## src/rtl/diffeq_seq_ctrl_if.sv

```systemverilog
// Handshake bundle between the diffeq sequencing controller and its
// operand source / datapath. The controller uses the slave modport.
interface diffeq_seq_ctrl_if #(
   parameter int NUM_OPERANDS = 4,
   parameter int ITER_W       = 16,
   parameter int PHASE_W      = 4
);
   logic                    start;
   logic                    op_valid;
   logic [NUM_OPERANDS-1:0] op_sel;
   logic [NUM_OPERANDS-1:0] load_en;
   logic                    compute_done;
   logic                    continue_while;
   logic [ITER_W-1:0]       max_iter;
   logic [PHASE_W-1:0]      phase;
   logic                    phase_start;
   logic [ITER_W-1:0]       iter_count;
   logic [2:0]              state;
   logic                    busy;
   logic                    valid;
   logic                    result_ack;
   logic                    sel_err;
   logic                    iter_limit;
   logic                    timeout;

   modport master (
      output start, op_valid, op_sel, compute_done, continue_while, max_iter, result_ack,
      input  load_en, phase, phase_start, iter_count, state, busy, valid,
             sel_err, iter_limit, timeout
   );

   modport slave (
      input  start, op_valid, op_sel, compute_done, continue_while, max_iter, result_ack,
      output load_en, phase, phase_start, iter_count, state, busy, valid,
             sel_err, iter_limit, timeout
   );
endinterface

```

## src/rtl/diffeq_seq_ctrl.sv

```systemverilog
// Sequencing controller for the differential-equation datapath: gathers
// operands via a one-hot select handshake, steps the datapath through the
// compute phases, loops on the datapath condition up to an iteration limit
// and holds the result valid until acknowledged.
// Optional watchdog on stalled phases: define DIFFEQ_CTRL_WATCHDOG_EN.
//
// state   | meaning
// --------+---------------------------------------------------------------
// IDLE    | waiting for start
// READ    | collecting operands until every operand has been loaded once
// COMPUTE | stepping phases 0..NUM_PHASES-1, advancing on compute_done
// CHECK   | one cycle: count the pass, decide loop-back or finish
// DONE    | result valid held until result_ack
module diffeq_seq_ctrl #(
   parameter int NUM_OPERANDS = 4,
   parameter int NUM_PHASES   = 4,
   parameter int ITER_W       = 16,
   parameter int PHASE_W      = 4,
   parameter int WDOG_CYCLES  = 1024
) (
   input logic               clk,
   input logic               reset_n,
   diffeq_seq_ctrl_if.slave  bus
);

   typedef enum logic [2:0] {
      IDLE    = 3'd0,
      READ    = 3'd1,
      COMPUTE = 3'd2,
      CHECK   = 3'd3,
      DONE    = 3'd4
   } state_t;

   localparam logic [NUM_OPERANDS-1:0] ALL_LOADED = '1;
   localparam logic [PHASE_W-1:0]      LAST_PHASE = PHASE_W'(NUM_PHASES - 1);

   // Reject parameter sets the phase counter cannot represent
   if (NUM_PHASES < 1 || NUM_PHASES > (1 << PHASE_W)) begin : g_bad_phase_w
      $error("diffeq_seq_ctrl: PHASE_W too narrow for NUM_PHASES");
   end
   if (WDOG_CYCLES < 1) begin : g_bad_wdog
      $error("diffeq_seq_ctrl: WDOG_CYCLES must be at least 1");
   end

   state_t                  st;
   logic                    busy_q;
   logic                    valid_q;
   logic [NUM_OPERANDS-1:0] load_en_q;
   logic [NUM_OPERANDS-1:0] mask_q;
   logic [PHASE_W-1:0]      phase_q;
   logic                    phase_start_q;
   logic [ITER_W-1:0]       iter_q;
   logic [ITER_W-1:0]       max_q;
   logic                    sel_err_q;
   logic                    iter_limit_q;

   logic [NUM_OPERANDS-1:0] mask_next;
   logic                    sel_ok;
   logic [ITER_W:0]         iter_next;
   logic [ITER_W-1:0]       iter_sat;
   logic                    more_allowed;

   assign sel_ok       = $onehot(bus.op_sel);
   assign mask_next    = mask_q | bus.op_sel;
   // One extra bit so the limit compare never wraps at all-ones
   assign iter_next    = {1'b0, iter_q} + (ITER_W+1)'(1);
   assign iter_sat     = (&iter_q) ? iter_q : iter_next[ITER_W-1:0];
   assign more_allowed = (max_q == '0) || (iter_next < {1'b0, max_q});

`ifdef DIFFEQ_CTRL_WATCHDOG_EN
   localparam int WDOG_W = (WDOG_CYCLES > 2) ? $clog2(WDOG_CYCLES) : 1;
   localparam logic [WDOG_W-1:0] WDOG_LOAD = WDOG_W'(WDOG_CYCLES - 1);
   logic [WDOG_W-1:0] wdog_q;
   logic              timeout_q;
   assign bus.timeout = timeout_q;
`else
   assign bus.timeout = 1'b0;
`endif

   // Controller FSM; every output is a register updated here
   always_ff @(posedge clk) begin
      if (!reset_n) begin
         st            <= IDLE;
         busy_q        <= 1'b0;
         valid_q       <= 1'b0;
         load_en_q     <= '0;
         mask_q        <= '0;
         phase_q       <= '0;
         phase_start_q <= 1'b0;
         iter_q        <= '0;
         max_q         <= '0;
         sel_err_q     <= 1'b0;
         iter_limit_q  <= 1'b0;
`ifdef DIFFEQ_CTRL_WATCHDOG_EN
         wdog_q        <= '0;
         timeout_q     <= 1'b0;
`endif
      end else begin
         load_en_q     <= '0;
         phase_start_q <= 1'b0;
         case (st)
            IDLE: begin
               if (bus.start) begin
                  st           <= READ;
                  busy_q       <= 1'b1;
                  max_q        <= bus.max_iter;
                  iter_q       <= '0;
                  mask_q       <= '0;
                  sel_err_q    <= 1'b0;
                  iter_limit_q <= 1'b0;
`ifdef DIFFEQ_CTRL_WATCHDOG_EN
                  timeout_q    <= 1'b0;
`endif
               end
            end
            READ: begin
               if (bus.op_valid) begin
                  if (sel_ok) begin
                     load_en_q <= bus.op_sel;
                     mask_q    <= mask_next;
                     if (mask_next == ALL_LOADED) begin
                        st            <= COMPUTE;
                        phase_q       <= '0;
                        phase_start_q <= 1'b1;
`ifdef DIFFEQ_CTRL_WATCHDOG_EN
                        wdog_q        <= WDOG_LOAD;
`endif
                     end
                  end else begin
                     sel_err_q <= 1'b1;
                  end
               end
            end
            COMPUTE: begin
               if (bus.compute_done) begin
                  if (phase_q == LAST_PHASE) begin
                     st <= CHECK;
                  end else begin
                     phase_q       <= phase_q + PHASE_W'(1);
                     phase_start_q <= 1'b1;
`ifdef DIFFEQ_CTRL_WATCHDOG_EN
                     wdog_q        <= WDOG_LOAD;
`endif
                  end
               end
`ifdef DIFFEQ_CTRL_WATCHDOG_EN
               else if (wdog_q == '0) begin
                  st        <= DONE;
                  valid_q   <= 1'b1;
                  timeout_q <= 1'b1;
               end else begin
                  wdog_q <= wdog_q - WDOG_W'(1);
               end
`endif
            end
            CHECK: begin
               iter_q <= iter_sat;
               if (bus.continue_while && more_allowed) begin
                  st            <= COMPUTE;
                  phase_q       <= '0;
                  phase_start_q <= 1'b1;
`ifdef DIFFEQ_CTRL_WATCHDOG_EN
                  wdog_q        <= WDOG_LOAD;
`endif
               end else begin
                  st           <= DONE;
                  valid_q      <= 1'b1;
                  iter_limit_q <= bus.continue_while;
               end
            end
            DONE: begin
               if (bus.result_ack) begin
                  st      <= IDLE;
                  busy_q  <= 1'b0;
                  valid_q <= 1'b0;
               end
            end
            default: begin
               st      <= IDLE;
               busy_q  <= 1'b0;
               valid_q <= 1'b0;
            end
         endcase
      end
   end

   assign bus.state       = st;
   assign bus.busy        = busy_q;
   assign bus.valid       = valid_q;
   assign bus.load_en     = load_en_q;
   assign bus.phase       = phase_q;
   assign bus.phase_start = phase_start_q;
   assign bus.iter_count  = iter_q;
   assign bus.sel_err     = sel_err_q;
   assign bus.iter_limit  = iter_limit_q;

endmodule

```

## src/flat_wrapper.sv

```systemverilog
// flat-port wrapper written by rule: the top's interface ports become plain ports
module diffeq_seq_ctrl_flat 
#(
   parameter int NUM_OPERANDS = 4,
   parameter int NUM_PHASES   = 4,
   parameter int ITER_W       = 16,
   parameter int PHASE_W      = 4,
   parameter int WDOG_CYCLES  = 1024
)
  (clk, reset_n, bus_start, bus_op_valid, bus_op_sel, bus_compute_done, bus_continue_while, bus_max_iter, bus_result_ack, bus_load_en, bus_phase, bus_phase_start, bus_iter_count, bus_state, bus_busy, bus_valid, bus_sel_err, bus_iter_limit, bus_timeout);
  diffeq_seq_ctrl_if #(.NUM_OPERANDS(NUM_OPERANDS), .ITER_W(ITER_W), .PHASE_W(PHASE_W)) bus_i ();
  input logic clk;
  input logic reset_n;
  input wire logic [$bits(bus_i.start)-1:0] bus_start;
  input wire logic [$bits(bus_i.op_valid)-1:0] bus_op_valid;
  input wire logic [$bits(bus_i.op_sel)-1:0] bus_op_sel;
  input wire logic [$bits(bus_i.compute_done)-1:0] bus_compute_done;
  input wire logic [$bits(bus_i.continue_while)-1:0] bus_continue_while;
  input wire logic [$bits(bus_i.max_iter)-1:0] bus_max_iter;
  input wire logic [$bits(bus_i.result_ack)-1:0] bus_result_ack;
  output wire logic [$bits(bus_i.load_en)-1:0] bus_load_en;
  output wire logic [$bits(bus_i.phase)-1:0] bus_phase;
  output wire logic [$bits(bus_i.phase_start)-1:0] bus_phase_start;
  output wire logic [$bits(bus_i.iter_count)-1:0] bus_iter_count;
  output wire logic [$bits(bus_i.state)-1:0] bus_state;
  output wire logic [$bits(bus_i.busy)-1:0] bus_busy;
  output wire logic [$bits(bus_i.valid)-1:0] bus_valid;
  output wire logic [$bits(bus_i.sel_err)-1:0] bus_sel_err;
  output wire logic [$bits(bus_i.iter_limit)-1:0] bus_iter_limit;
  output wire logic [$bits(bus_i.timeout)-1:0] bus_timeout;
  assign bus_i.start = bus_start;
  assign bus_i.op_valid = bus_op_valid;
  assign bus_i.op_sel = bus_op_sel;
  assign bus_i.compute_done = bus_compute_done;
  assign bus_i.continue_while = bus_continue_while;
  assign bus_i.max_iter = bus_max_iter;
  assign bus_i.result_ack = bus_result_ack;
  assign bus_load_en = bus_i.load_en;
  assign bus_phase = bus_i.phase;
  assign bus_phase_start = bus_i.phase_start;
  assign bus_iter_count = bus_i.iter_count;
  assign bus_state = bus_i.state;
  assign bus_busy = bus_i.busy;
  assign bus_valid = bus_i.valid;
  assign bus_sel_err = bus_i.sel_err;
  assign bus_iter_limit = bus_i.iter_limit;
  assign bus_timeout = bus_i.timeout;
  diffeq_seq_ctrl #(.NUM_OPERANDS(NUM_OPERANDS), .NUM_PHASES(NUM_PHASES), .ITER_W(ITER_W), .PHASE_W(PHASE_W), .WDOG_CYCLES(WDOG_CYCLES)) u_core (.clk(clk), .reset_n(reset_n), .bus(bus_i));
endmodule
```

## config.mk

```make
export PLATFORM = sky130hd
export DESIGN_NAME = diffeq_seq_ctrl_flat
export DESIGN_NICKNAME = d
export VERILOG_FILES = /design/src/rtl/diffeq_seq_ctrl_if.sv /design/src/rtl/diffeq_seq_ctrl.sv /design/src/flat_wrapper.sv
export SDC_FILE = /design/constraint.sdc
export NUM_CORES = 1
export LEC_CHECK = 0
export ABC_AREA = 1
export CORE_MARGIN = 3
export CORE_UTILIZATION = 41
export CTS_CLUSTER_DIAMETER = 30
export DETAILED_ROUTE_END_ITERATION = 12
export PLACE_DENSITY = 0.66
export SLEW_MARGIN = 10
export SYNTH_ARGS = -nofsm -noshare
export SYNTH_HDL_FRONTEND = slang
export SYNTH_SLANG_ARGS = --single-unit
```

## constraint.sdc

```tcl
create_clock -name clk -period 2.13 [get_ports clk]
set_input_delay 0.3195 -clock clk [delete_from_list [all_inputs] [get_ports clk]]
set_output_delay 0.3195 -clock clk [all_outputs]
set_load 0.03 [all_outputs]
```

Yosys cells after proc, flatten, opt, wreduce, memory -nomap -nowiden
Cells that the tools add are included.

word-level totals
  flip-flop bits (word level) = 52
  latch bits = 0
  bits in writable memories = 0
  bits in read-only memories = 0
  memories = 0

operators by class
  add/sub/neg operators = 5
  multipliers = 0
  divide/modulo/power cells = 0
  magnitude comparators = 1
  eq/ne operators = 19
  shift operators = 0
  multiplexer cells = 41
  bitwise operators = 3
  reduce and logical (&&, ||, !) cells = 20

operator list
  operator                                                                 count
  4-bit 2-to-1 mux                                                         9
  16-bit 2-to-1 mux                                                        2
  16-bit case mux with 2 select lines                                      1
  3-bit 2-to-1 mux                                                         8
  16-bit by 1-bit adder with 17-bit output, second input constant          1
  17-bit by 16-bit < comparator with 1-bit output                          1
  16-bit zero test                                                         1
  2-bit inequality test, second input constant                             8
  16-bit AND reduction                                                     1
  3-bit case mux with 5 select lines                                       1
  7-bit AND reduction                                                      2
  1-bit 2-to-1 mux                                                         13
  4-bit case mux with 3 select lines                                       1
  3-bit AND reduction                                                      4
  4-bit AND reduction                                                      3
  1-bit case mux with 3 select lines                                       3
  2-bit by 1-bit inequality test with 1-bit output, second input constant  4
  4-bit case mux with 2 select lines                                       1
  3-bit by 1-bit equality test with 1-bit output, second input constant    2
  3-bit by 2-bit equality test with 1-bit output, second input constant    2
  3-bit OR reduction                                                       2
  1-bit by 1-bit adder with 2-bit output                                   2
  4-bit by 1-bit adder with 4-bit output, second input constant            1
  4-bit by 2-bit equality test with 1-bit output, second input constant    1
  12 further kinds                                                         15

Longest topological paths before layout
  word-level depth = 6
  depth in mapped cells = 20
  gate-level depth less buffers = 20

Worst setup path before layout
Ideal clock, no wire load.

  path type = register to register
  start point = register u_core.iter_q[0], in the netlist u_core.bus.iter_count[0]
  end point = register u_core.phase_q[1], in the netlist u_core.bus.phase[1]
  setup time = 0.128 ns
  arrival = 2.489 ns
  path slack = -0.487 ns
  cell stages (with the launch flop) = 20
  path buffers = 0
  cell sequence = dfxtp_1 ha_1 nand2_1 nor2_4 nand2_4 nor3_1 xor2_1 ha_1 nand2_1 nand2_1 a21oi_1 o21ai_1 nor2_1 nand2_1 nand2_2 nand2_4 nand2_4 nand2_1 nand2_1 nor2_1

on the way
  longest elaborated chain between the ends = 6

RTL lines
  element                                                            RTL line                source
  start: declaration                                                 diffeq_seq_ctrl.sv:52   logic [ITER_W-1:0] iter_q;
  start signal: assignment                                           diffeq_seq_ctrl.sv:157  iter_q <= iter_sat;
  16-bit by 1-bit adder with 17-bit output                           diffeq_seq_ctrl.sv:66   assign iter_next = {1'b0, iter_q} + (ITER_W+1)'(1);
  17-bit by 16-bit < comparator with 1-bit output                    diffeq_seq_ctrl.sv:68   assign more_allowed = (max_q == '0) || (iter_next < {1'b0, max_q});
  1-bit logical OR                                                   diffeq_seq_ctrl.sv:68
  1-bit logical AND                                                  diffeq_seq_ctrl.sv:158  if (bus.continue_while && more_allowed) begin
  2-bit by 1-bit inequality test with 1-bit output (no source line)  --
  7-bit AND reduction (no source line)                               --
  end signal: assignment                                             diffeq_seq_ctrl.sv:139  phase_q <= phase_q + PHASE_W'(1);
  end: declaration                                                   diffeq_seq_ctrl.sv:50   logic [PHASE_W-1:0] phase_q;

Every way passes these cells.
A chain may end at the register's enable or synchronous reset.

Final worst setup path
  start point = register u_core.iter_q[0], in the netlist u_core.bus.iter_count[0]
  end point = register u_core.st[1], in the netlist u_core.bus.state[1]

on the way
  longest elaborated chain between the ends = 6

RTL lines
  element                                          RTL line                source
  16-bit by 1-bit adder with 17-bit output         diffeq_seq_ctrl.sv:66
  17-bit by 16-bit < comparator with 1-bit output  diffeq_seq_ctrl.sv:68
  1-bit logical OR                                 diffeq_seq_ctrl.sv:68
  1-bit logical AND                                diffeq_seq_ctrl.sv:158
  3-bit 2-to-1 mux                                 diffeq_seq_ctrl.sv:158
  3-bit case mux with 5 select lines               diffeq_seq_ctrl.sv:101  case (st)
  end signal: assignment                           diffeq_seq_ctrl.sv:104  st <= READ;
  end signal: assignment                           diffeq_seq_ctrl.sv:159  st <= COMPUTE;
  end signal: assignment                           diffeq_seq_ctrl.sv:166  st <= DONE;
  end: declaration                                 diffeq_seq_ctrl.sv:45   state_t st;

Every way passes these cells.

==> summary.md <==
| Metric | Value |
|---|---|
| Standby leakage power | `around 1.9 nW` |
| Data arrival time of the critical path | `2.73 ns` |
| Maximum clock frequency | `0.404 GHz` |
| Clock skew after layout | `0.00618 ns` |
| Cell with the most instances on the worst path | `sky130_fd_sc_hd__nand2_4` |
| Largest stage delay on the critical path | `0.39 ns` |
| Crit-path cells | `ha_4 -> nand2_4 -> nor2_4 -> nand2_4 -> nor3_4 -> xor2_2 -> ha_1 -> nand2_1 -> nand2_1 -> a21oi_2 -> o21ai_1 -> nor2_1 -> nand2_2 -> nand2_4 -> nand2_4 -> buf_4 -> nand3_2 -> nand2_1 -> inv_1` |
| Routed wire length per instance | `around 13 um` |
| Pwr/cell area | `780 nW/um^2` |
| Final ANT Viol Nets | `0` |
| Final core utilization | `63.4%` |
| Final net count | `568` |
| Biggest area consumer among synthesized cells | `sky130_fd_sc_hd__dfxtp_1` |
| Fraction of synthesized cell area taken by the top area cell type | `35.2%` |
| Count of vias placed by the detailed router | `2937` |
| Width of the die | `91.0 um` |
| Setup repair after global routing missed its margin | `true` |
| Layout cell share with drive strength beyond 1 | `about 29%` |
| Master cell of the clock root buffer | `sky130_fd_sc_hd__clkbuf_8` |
| Effective utilization at floorplan | `42.8%` |
| Outcome | `finished with violations` |
| # rows | `30` |
| Setup Crit Path Kind | `reg -> reg` |
| Placer congestion estimate | `0.924` |
| Critical path fanouts, max | `5` |
| Initial antenna violation count | `0` |
| Flip-flop and latch count after synthesis | `between 50 and 60` |
| Synth Cell Area | `2960 sq um` |
| Post-Route WL | `7750 um` |
| Hold-fix buffer count after cts | `0` |
| Drt first pass iters | `4` |
| Via count of the first global-routing pass | `~3000` |
| Final critical path time including I/O delays and setup | `2.47 ns` |
| Proportion of synthesized chip area in sequential cells | `35.2%` |
| Overall die height | `91.0 um` |
| Number of placed I/O pins | `60` |
| Path category of the worst min-delay check | `in -> reg` |
| Min Hold Slack | `0.366 ns` |
| YS warnings | `0` |
| Placeable core region | `~6900 sq um` |
| Leading cell type in the layout, fill and taps excluded | `sky130_fd_sc_hd__nand2_1` |
| Number of distinct standard cells referenced by the synthesized netlist | `35` |
| TritonCTS clock tree | `done` |
| Placed wire-length estimate after detailed placement | `approximately 5700 um` |
| Area growth, synth to finish | `47.9%` |
| Vias per cell | `around 4.8` |
| Violated checks | `negative setup slack` |
| Global-route wire length before repair | `about 13000 um` |
| Final hold violation count | `0` |
| Count of filler cells inserted in the layout | `646` |
| Max VDD drop | `0.653 mV` |
| I/O Buffers | `58` |
| Type of element launching the critical path | `flip-flop` |
| Clock insertion delay at the later pin of the skew report | `0.30 ns` |
| Number of CTS-inserted buffers | `5` |
| Sink Count | `52` |
| Count of H-tree levels built during CTS | `2` |
| Total die area | `slightly above 8000 sq um` |
| Sum of overflow across all layers after global routing | `0` |
| Global router's overall resource usage | `19.1%` |
| DRC violations left | `0` |
| Maximum capacitance violations | `0` |
| Number of inserted diodes | `0` |
| Final Setup Violations | `9` |
| Initial detailed-routing violation count | `87` |
| Post-synth net total | `454` |
| Largest cells by area after synthesis | `sky130_fd_sc_hd__dfxtp_1 (35%), sky130_fd_sc_hd__nand2_1 (10%), sky130_fd_sc_hd__ha_1 (8.5%)` |
| Average footprint of a synthesized cell | `about 7.3 sq um` |
| Leading cell types in the layout, fill and taps excluded | `sky130_fd_sc_hd__nand2_1 (70), sky130_fd_sc_hd__buf_4 (56), sky130_fd_sc_hd__clkdlybuf4s50_1 (54)` |
| Min setup slack post-route | `-0.345 ns` |
| Required arrival time at the worst endpoint | `2.38 ns` |
| Clock-pin slew on the worst setup and hold paths | `0.09 ns` |
| Clock Tree Buf Depth | `2` |
| Post-Synthesis Cells | `406` |
| Ratio of final minimum period to clock period | `116%` |
| Maximum number of pins on one net before global-route repair | `34` |
| Critical Path Sink Type | `flip-flop` |
| Slowest CP cell | `sky130_fd_sc_hd__dfxtp_4` |
| Total count of max-transition violations in the final report | `0` |
## cell families (layout without fill, tap and decap cells)
family,Yosys count,after routing,synth area share [%]
other cells,1,1,0.127
buf+inv,63,177,8.37
xor+xnor,16,16,4.74
fa+ha+maj,21,21,9.13
simple gates,170,171,27.7
flops,52,52,35.2
compound gates,83,83,14.7
## worst max-delay path: cells and delay by family, from the launching register on
kind	cells	cell delay, ns
adders and majority gates	2	0.42
DFF	1	0.39
xor gates and xnor gates	1	0.18
AOI/OAI and AO/OA	2	0.20
and+or+nand+nor	12	1.01
buffers and inverters	2	0.21
## state kept, by name, indices dropped and copies added (netlist names), 3 cells and up
| name | cells |
|---|---|
| u_core.bus.state | 3 |
| u_core.mask_q | 4 |
| u_core.bus.iter_count | 16 |
| u_core.max_q | 16 |
| u_core.bus.phase | 4 |
| u_core.bus.load_en | 4 |
## power by group
group	internal [mW]	switching, mW	total (mW)
Sequential	1.14	0.112	1.26
Combinational	0.595	0.972	1.57
Clock	0.265	0.326	0.591
## final cells by class
class	instances	area (sq um)	area share, %
tap	96	120	2.75
sequential	52	1060	24.3
timing repair buffer	115	992	22.7
clock inverter	1	7.51	0.172
multi-input combinational	292	1900	43.5
clock buffer	7	86.3	1.97
inverter	54	203	4.63
## path summary, 6_finish.rpt
kind         cells after the start  slack (ns)                          endpoint                             startpoint
max                             19       -0.34  u_core.bus.state[1]$_SDFFE_PN0P_  u_core.bus.iter_count[0]$_SDFFE_PN0P_
min                              4        0.37  u_core.bus.load_en[1]$_SDFF_PN0_                          bus_op_sel[1]
max reg2reg                     19       -0.34  u_core.bus.state[1]$_SDFFE_PN0P_  u_core.bus.iter_count[0]$_SDFFE_PN0P_
min reg2reg                      2        0.46      u_core.bus.busy$_SDFFE_PN0P_           u_core.bus.busy$_SDFFE_PN0P_
## layer usage
metal / track usage (%) / vias up / routed length, um
met5: 0 / - / 0
met4: 5.03 / 0 / 106
met3: 3.98 / 11 / 333
met2: 34.2 / 75 / 3890
met1: 23.0 / 1320 / 3420
li1: - / 1531 / -
## cells in the mapped netlist (all sizes together)
library cell,number
or2,2
nand2,86
nor4,2
a21oi,51
inv,54
xor2,12
nor2,50
nor3b,1
nand3b,2
o22ai,1
nand4,5
o21a,2
a21o,1
nor3,5
fa,1
nand3,17
ha,20
clkbuf,6
buf,3
xnor2,4
o21ai,28
conb,1
dfxtp,52
## through the flow
stage | TNS, ns | total power, mW | cells | instance area [sq um] | worst slack (ns)
after floorplan | -1.20 | 2.29 | 406 | 3040 | -0.191
after global placement | -7.64 | 2.69 | 597 | 4050 | -0.549
after detailed placement | -8.53 | 2.72 | 597 | 4050 | -0.604
after CTS | -2.71 | 3.33 | 614 | 4240 | -0.331
after global routing | -4.07 | 3.69 | 617 | 4380 | -0.516
final | -2.64 | 3.41 | 617 | 4380 | -0.345
## what timing repair did
item / in CTS / in global routing
buffers inserted: 8 / 4
hold endpoints to repair: 0 / 0
gates cloned: 1 / 0
pin swaps: 15 / 9
resized for setup: 12 / 41
setup endpoints to repair: 18 / 15
Power figures use the tool's default switching activity.
